===== src/rtl/parity_serializer.sv =====
`default_nettype none
// ============================================================================
// Module   : parity_serializer
// Brief    : Valid/ready parallel-to-serial converter, LSB-first data followed
//            by a per-word selectable odd/even parity bit; counts frames.
// Revision : 1.0
// ============================================================================
module parity_serializer #(
    parameter int WIDTH = 8,
    parameter int CNT_W = 16
) (
    input  logic             clk,
    input  logic             rst,
    input  logic [WIDTH-1:0] in_data,
    input  logic             in_valid,
    output logic             in_ready,
    input  logic             odd_mode,
    output logic             ser_out,
    output logic             ser_valid,
    input  logic             ser_ready,
    output logic             ser_last,
    output logic             par_bit,
    output logic [CNT_W-1:0] frame_cnt
);

    localparam int                 c_BIT_W    = $clog2(WIDTH);
    localparam logic [c_BIT_W-1:0] c_LAST_BIT = c_BIT_W'(WIDTH - 1);

    typedef enum logic [1:0] {
        S_IDLE = 2'd0,
        S_DATA = 2'd1,
        S_PAR  = 2'd2
    } state_t;

    state_t             r_state_q,     w_state_d;
    logic [WIDTH-1:0]   r_shift_q,     w_shift_d;
    logic [c_BIT_W-1:0] r_bit_q,       w_bit_d;
    logic               r_par_q,       w_par_d;
    logic [CNT_W-1:0]   r_frame_cnt_q, w_frame_cnt_d;

    logic w_in_ready;
    logic w_accept;

    // A new word may enter while the parity beat leaves, giving gap-free frames.
    assign w_in_ready = !rst && ((r_state_q == S_IDLE) ||
                                 ((r_state_q == S_PAR) && ser_ready));
    assign w_accept   = in_valid && w_in_ready;

    always_comb begin
        w_state_d     = r_state_q;
        w_shift_d     = r_shift_q;
        w_bit_d       = r_bit_q;
        w_par_d       = r_par_q;
        w_frame_cnt_d = r_frame_cnt_q;

        case (r_state_q)
            S_IDLE: begin
            end
            S_DATA: begin
                if (ser_ready) begin
                    w_shift_d = {1'b0, r_shift_q[WIDTH-1:1]};
                    w_bit_d   = r_bit_q + c_BIT_W'(1);
                    if (r_bit_q == c_LAST_BIT) begin
                        w_state_d = S_PAR;
                    end
                end
            end
            S_PAR: begin
                if (ser_ready) begin
                    w_frame_cnt_d = r_frame_cnt_q + CNT_W'(1);
                    w_state_d     = S_IDLE;
                end
            end
            default: begin
                w_state_d = S_IDLE;
            end
        endcase

        // Accept can only happen in IDLE or in a transferring PAR beat.
        if (w_accept) begin
            w_shift_d = in_data;
            w_bit_d   = '0;
            w_par_d   = (^in_data) ^ odd_mode;
            w_state_d = S_DATA;
        end
    end

    always_ff @(posedge clk) begin
        if (rst) begin
            r_state_q     <= S_IDLE;
            r_shift_q     <= '0;
            r_bit_q       <= '0;
            r_par_q       <= 1'b0;
            r_frame_cnt_q <= '0;
        end else begin
            r_state_q     <= w_state_d;
            r_shift_q     <= w_shift_d;
            r_bit_q       <= w_bit_d;
            r_par_q       <= w_par_d;
            r_frame_cnt_q <= w_frame_cnt_d;
        end
    end

    always_comb begin
        ser_valid = (r_state_q != S_IDLE);
        ser_last  = (r_state_q == S_PAR);
        ser_out   = 1'b0;
        if (r_state_q == S_DATA) begin
            ser_out = r_shift_q[0];
        end else if (r_state_q == S_PAR) begin
            ser_out = r_par_q;
        end
    end

    assign in_ready  = w_in_ready;
    assign par_bit   = r_par_q;
    assign frame_cnt = r_frame_cnt_q;

endmodule
`default_nettype wire


===== config.mk =====
export PLATFORM = sky130hd
export DESIGN_NAME = parity_serializer
export DESIGN_NICKNAME = d
export VERILOG_FILES = /design/src/rtl/parity_serializer.sv
export SDC_FILE = /design/constraint.sdc
export NUM_CORES = 1
export LEC_CHECK = 0
export ABC_AREA = 1
export CORE_ASPECT_RATIO = 1.5
export CORE_MARGIN = 4
export CORE_UTILIZATION = 25
export CTS_BUF_LIST = sky130_fd_sc_hd__clkbuf_16
export CTS_CLUSTER_DIAMETER = 150
export DETAILED_ROUTE_END_ITERATION = 8
export HOLD_SLACK_MARGIN = 0.12
export MAX_ROUTING_LAYER = met4
export PLACE_DENSITY_LB_ADDON = 0.3
export RECOVER_POWER = 100
export SYNTH_ARGS = -nofsm -noshare
export SYNTH_HDL_FRONTEND = slang
export SYNTH_SLANG_ARGS = --single-unit

===== constraint.sdc =====
create_clock -name clk -period 1.3 [get_ports clk]
set_clock_uncertainty 0.15 [all_clocks]
set_input_delay 0.195 -clock clk [delete_from_list [all_inputs] [get_ports clk]]
set_output_delay 0.195 -clock clk [all_outputs]
set_load 0.02 [all_outputs]

==> out/results.txt, run 1 <==
status - finished, violations left
failing checks - negative setup slack
initial drt markers - 34
DPL Wire Length - 3057 um
cells after synthesis - 244
max cap viols - 0
arrival time worst endpoint - 1500 ps
total congestion overflow - 0
Final Cell Area - 2676 um2
clock sinks - 30
clock tree buffer depth - 2
core area - 6131 um2
FP Rows - 35
FMAX - 669.5 MHz
DIE HEIGHT - 105.5 um
Clk pin slew, worst setup/hold paths - 50 ps
vias in the first global route - 1,669
Vias - 1,754
Layout area overhead - 69.09%
Synth Cell Area - 1583 um2
Syn Area/Cell - 6.487 um2
DRC - 0
Leakage - 0.001233 uW
proportion of layout cells with a drive suffix above 1 - 0.3617
GRT Total Usage - 0.1169
setup ws final - -193.6 ps
reg2reg end - frame_cnt[7]
H-tree depth - 2
Synth cell types - 24
die area - 7694 um2
Startpoint Class - flip-flop
post-route ant nets - 0
Final GP Congestion - 0.7569
Reg2Reg Depth - 10
FF-to-FF Start - r_state_q[0]
Vias/cell - 4.352
power density cells - 882.4 nW/um2
worst skew pair latency - 270 ps
setup TNS after final layout - -2997 ps
Final Hold Violating Endpoints - 0
start point of the critical path - r_state_q[0]
Initial Utilization - 0.2582
most frequent cells in the layout - 69 x nand2_1, 36 x buf_4, 32 x inv_1
DRT Wirelength - 4217 um
# IOs - 34
Tcrit/Tclk final - 1.149
busiest grt layer - met2
Hold Path Class - in -> reg
placed inst area - 2293 um2
RSZ-0062 raised after global routing - yes
CTS buffer count - 5
relative slew slack - 0.8255
met2 Track Usage GR - 0.2016
worst path required time - 1310 ps
CP Max Fanout - 4
CP Class - reg -> reg
Worst IR Drop VDD - 0.0004453 V
Final min period - 1494 ps
fin. max-slew vios - 0
Syn. warnings - 0
DR WL/cell - 10.46 um
Setup crit end - frame_cnt[7]
initial antenna violation count - 0
Syn Nets - 260
met1 Use GR - 0.1229
pin count of the biggest net entering global routing - 14
Die W - 72.97 um
worst-margin pin slew - 262.8 ps
FF+latch count, synth - 30
Antenna diodes - 0
Root Buffer - clkbuf_16
first-pass GRT wire length - 6962 um
flop2flop setup slack - -190 ps
setup violators final - 31
most common cell after layout, fill and taps aside - nand2_1
register area share after synthesis - 0.3794
Final nets - 344
Finished Core Util - 0.4365
I/O Buffers - 33
first drt pass iteration count - 3
CTS tree - yes
crit end category - flip-flop
met3 GRT Util - 0.02958
[power breakdown]
group	switching, uW	internal, uW
logic	169	164
clock network	394	687
registers	14.7	934
[worst max-delay path: stages, from the launching register on]
cell and delay (ps):
dfxtp_2 320, inv_4 70, buf_6 100, nand3_4 110, nor2_4 130, nand2_2 80, inv_2 100, buf_12 110
nand2_2 50, o21ai_2 120, a21oi_2 40
[flip-flops by register name, indices dropped and copies added (netlist names)]
| name | cells |
|---|---|
| par_bit | 1 |
| frame_cnt | 16 |
| r_bit_q | 3 |
| r_state_q | 2 |
| r_shift_q | 8 |
[repair_timing]
item,CTS,global route
setup buffers,4,10
resized for setup,77,49
pin swaps,11,11
hold buffers,0,0
cloned,1,0
endpoints found under the setup margin,46,39
hold endpoints to repair,0,0
[cell usage after synthesis]
master / n / share of area
o21a_1: 1 / 0.0047
xor2_1: 3 / 0.017
nand3_4: 1 / 0.011
clkbuf_1: 2 / 0.0047
o21bai_1: 1 / 0.0047
o21ai_1: 1 / 0.0032
or2_2: 1 / 0.0040
inv_1: 35 / 0.083
o21ai_0: 12 / 0.038
nand2_1: 77 / 0.18
nor2_1: 25 / 0.059
buf_6: 1 / 0.0071
nand4_1: 1 / 0.0040
nand3_1: 9 / 0.028
nand3_2: 2 / 0.013
dfxtp_1: 30 / 0.38
ha_1: 3 / 0.024
nand3b_1: 2 / 0.0095
nor2_2: 1 / 0.0040
a21oi_1: 26 / 0.082
nor3_1: 1 / 0.0032
nor2_4: 2 / 0.014
nand2_2: 2 / 0.0079
inv_2: 5 / 0.012
[worst min path at each step]
| stage | startpoint | to | slack (ps) | cells past startpoint |
|---|---|---|---|---|
| global placement | frame_cnt[7] | frame_cnt[7] | 290 | 2 |
| global route | ser_ready | r_state_q[1] | 330 | 4 |
| detailed placement | frame_cnt[7] | frame_cnt[7] | 300 | 2 |
| floorplan | rst | frame_cnt[14] | 110 | 1 |
| finish | ser_ready | r_state_q[1] | 300 | 4 |
| CTS | ser_ready | r_state_q[1] | 300 | 4 |
[metrics by stage]
step | cells | total power [uW] | setup WS, ps | hold WS [ps]
floorplan | 244 | 1111 | -30.77 | 114.1
global placement | 381 | 1252 | -494.1 | 288.8
detailed placement | 381 | 1255 | -534.1 | 295.8
CTS | 394 | 2376 | -230.7 | 295.3
global route | 403 | 2462 | -284.9 | 327.4
finish | 403 | 2362 | -193.6 | 304.3
[routing by layer]
metal	share of wire	vias to the layer above	routed length [um]
li1	-	926	-
met1	0.40	784	1707
met2	0.52	36	2208
met3	0.048	8	202
met4	0.023	0	98
met5	0	-	0
[area by class of cell]
| class | instances | area, um2 |
|---|---|---|
| multi-input cells | 171 | 953.4 |
| repair buffers | 80 | 704.4 |
| clock inverters | 3 | 11.26 |
| flip-flops and latches | 30 | 629.4 |
| fillers | 635 | 3455 |
| well taps | 74 | 92.59 |
| inverters | 40 | 160.2 |
| clock buffers | 5 | 125.1 |
[logic make-up (layout without fill, tap and decap cells)]
logic type,after synthesis,after routing,synth area share
fa+ha+maj,3,3,0.02372
xor+xnor,3,3,0.01660
flops,30,30,0.3794
simple gates,124,124,0.3407
buf+inv,43,128,0.1067
compound gates,41,41,0.1328
Note: power is estimated with default switching activity, not from simulation.
==> inputs of run 2 (changes only) <==
Settings changed: HOLD_SLACK_MARGIN 0.12 to unset.
==> results of run 2 <==
The final DEF is identical to that of run 1; final timing and power are the same.
==> variant (flow settings as in run 2) <==
Encoding of `state_t`: now one-hot (3 bits for 3 states).
--- a/src/rtl/parity_serializer.sv
+++ b/src/rtl/parity_serializer.sv
@@ -26,10 +26,10 @@
     localparam int                 c_BIT_W    = $clog2(WIDTH);
     localparam logic [c_BIT_W-1:0] c_LAST_BIT = c_BIT_W'(WIDTH - 1);
 
-    typedef enum logic [1:0] {
-        S_IDLE = 2'd0,
-        S_DATA = 2'd1,
-        S_PAR  = 2'd2
+    typedef enum logic [2:0] {
+        S_IDLE = 3'b001,
+        S_DATA = 3'b010,
+        S_PAR  = 3'b100
     } state_t;
 
     state_t             r_state_q,     w_state_d;
Behaviour: no difference found for any inputs over 10 cycles, from zero or initial values and one cycle with rst high; not proved beyond that.
==> variant against run 2 <==
  * The flow still finishes with violations (setup timing)
  * Sequential cell count is 1 higher
  * Synthesized cell count grew 15%
  * Synthesized area up 13%
  * Highest routed layer unchanged
  * Total power up 5.0%
  * Final area rose by 18%
  * Hold slack better by 0.018 ns
  * Setup slack got worse by 0.036 ns
  * Routed wire length grew 22%
==> variant: results (changes against run 2) <==
metric	value	unit	change
setup ws final	-0.230	ns	-0.0360 ns
pre-CTS setup slack	-0.660	ns	-0.125 ns
core area	6940	um^2	+13%
Inverters excl. clock	31		-23%
maximum vdd drop	0.439	mV	-1.5%
FILL cells	700		+10%
Pleak	1.45	nW	+17%
fin nets	383		+11%
slowest stage cell, crit path	dfxtp_4		
Reg-to-Reg Start	r_state_q[0]		
worst r2r path cells	8		-2
top cells by area, synth	dfxtp_1 (35%), nand2_1 (21%), a21oi_1 (6.4%)		
CP peak stage delay	0.39	ns	+0.07 ns
xor-xnor portion of the synthesized cell area	0.0195		+0.00293
fin cells	446		+11%
Worst Hold Class	reg -> reg		
vias in the first global route	2031		+22%
Non-Clock Buffer Count	88		+10%
multi-input gates	210		+23%
Synth top area share	0.346		-0.0336
drt total wl	5150	um	+22%
sequential area share after synthesis	0.346		-0.0336
Crit Reg-Reg Endpoint	frame_cnt[4]		
fraction of cell area in non-clock buffers	0.250		-0.0134
delay-heaviest family, CP	flip-flops		
end of the worst hold path	r_shift_q[7]		
multi-input combinational area share	0.424		+0.0674
via count	2069		+18%
placed insts	429		+13%
largest net degree at the start of global routing	19		+5
clock sink count	31		+3.3%
status	finished with violations		
kind of critical path	reg -> out		
worst slew pin tran	0.256	ns	-0.00644 ns
final setup fails	34		+9.7%
Mapped Nets	297		+14%
Reg2Reg Setup Slack	-0.22	ns	-0.03 ns
Detailed Place HPWL	3580	um	+17%
hold path cells	2		-2
First DRT Iteration DRCs	66		+94%
cell area after layout	3160	um^2	+18%
ClkCell Share	0.0432		-0.00781
adder-cell share of the synthesized area	0.0209		-0.00279
synth unique cells	26		+8.3%
commonest cells in the netlist	nand2_1 (101), dfxtp_1 (31), nor2_1 (27), inv_1 (26), a21oi_1 (23)		
Total GRT Usage	0.124		+0.00701
failing checks	setup timing		
Hold Crit Start	r_shift_q[7]		
Seq group	998	uW	+5.3%
CP endpoint	in_ready		
placed inst area	2630	um^2	+15%
variant: cell types whose count changed after synthesis, moves of 3 or more:
cell / change
nor3_2: +3
nand2_1: +24
buf_2: +3
o21ai_0: -6
nand3_1: +12
a21oi_1: -3
inv_1: -9
nand4_1: +11
variant: kinds of logic (layout without fill, tap and decap cells):
logic type	after synthesis	in the layout
fa+ha+maj	3	3
simple gates	171	171
flops	31	31
buf+inv	40	127
compound gates	32	32
xor+xnor	4	4
variant: metal layers:
metal  GRT usage  wire, um
met1       0.114      1950
met2       0.238      2910
met3      0.0243       178
met4      0.0594       119
met5           -         0
variant: timing repair:
| item | in CTS | in global routing |
|---|---|---|
| setup buffers | 7 | 1 |
| gates resized for setup | 110 | 66 |
| cloned | 2 | 0 |
| setup endpoints to repair | 52 | 46 |
| pin swaps | 18 | 23 |
variant: tightest hold or removal path: stages, from the launching register on:
cell,delay (ns)
dfxtp_1,0.31
nand3_2,0.07
a21oi_2,0.04
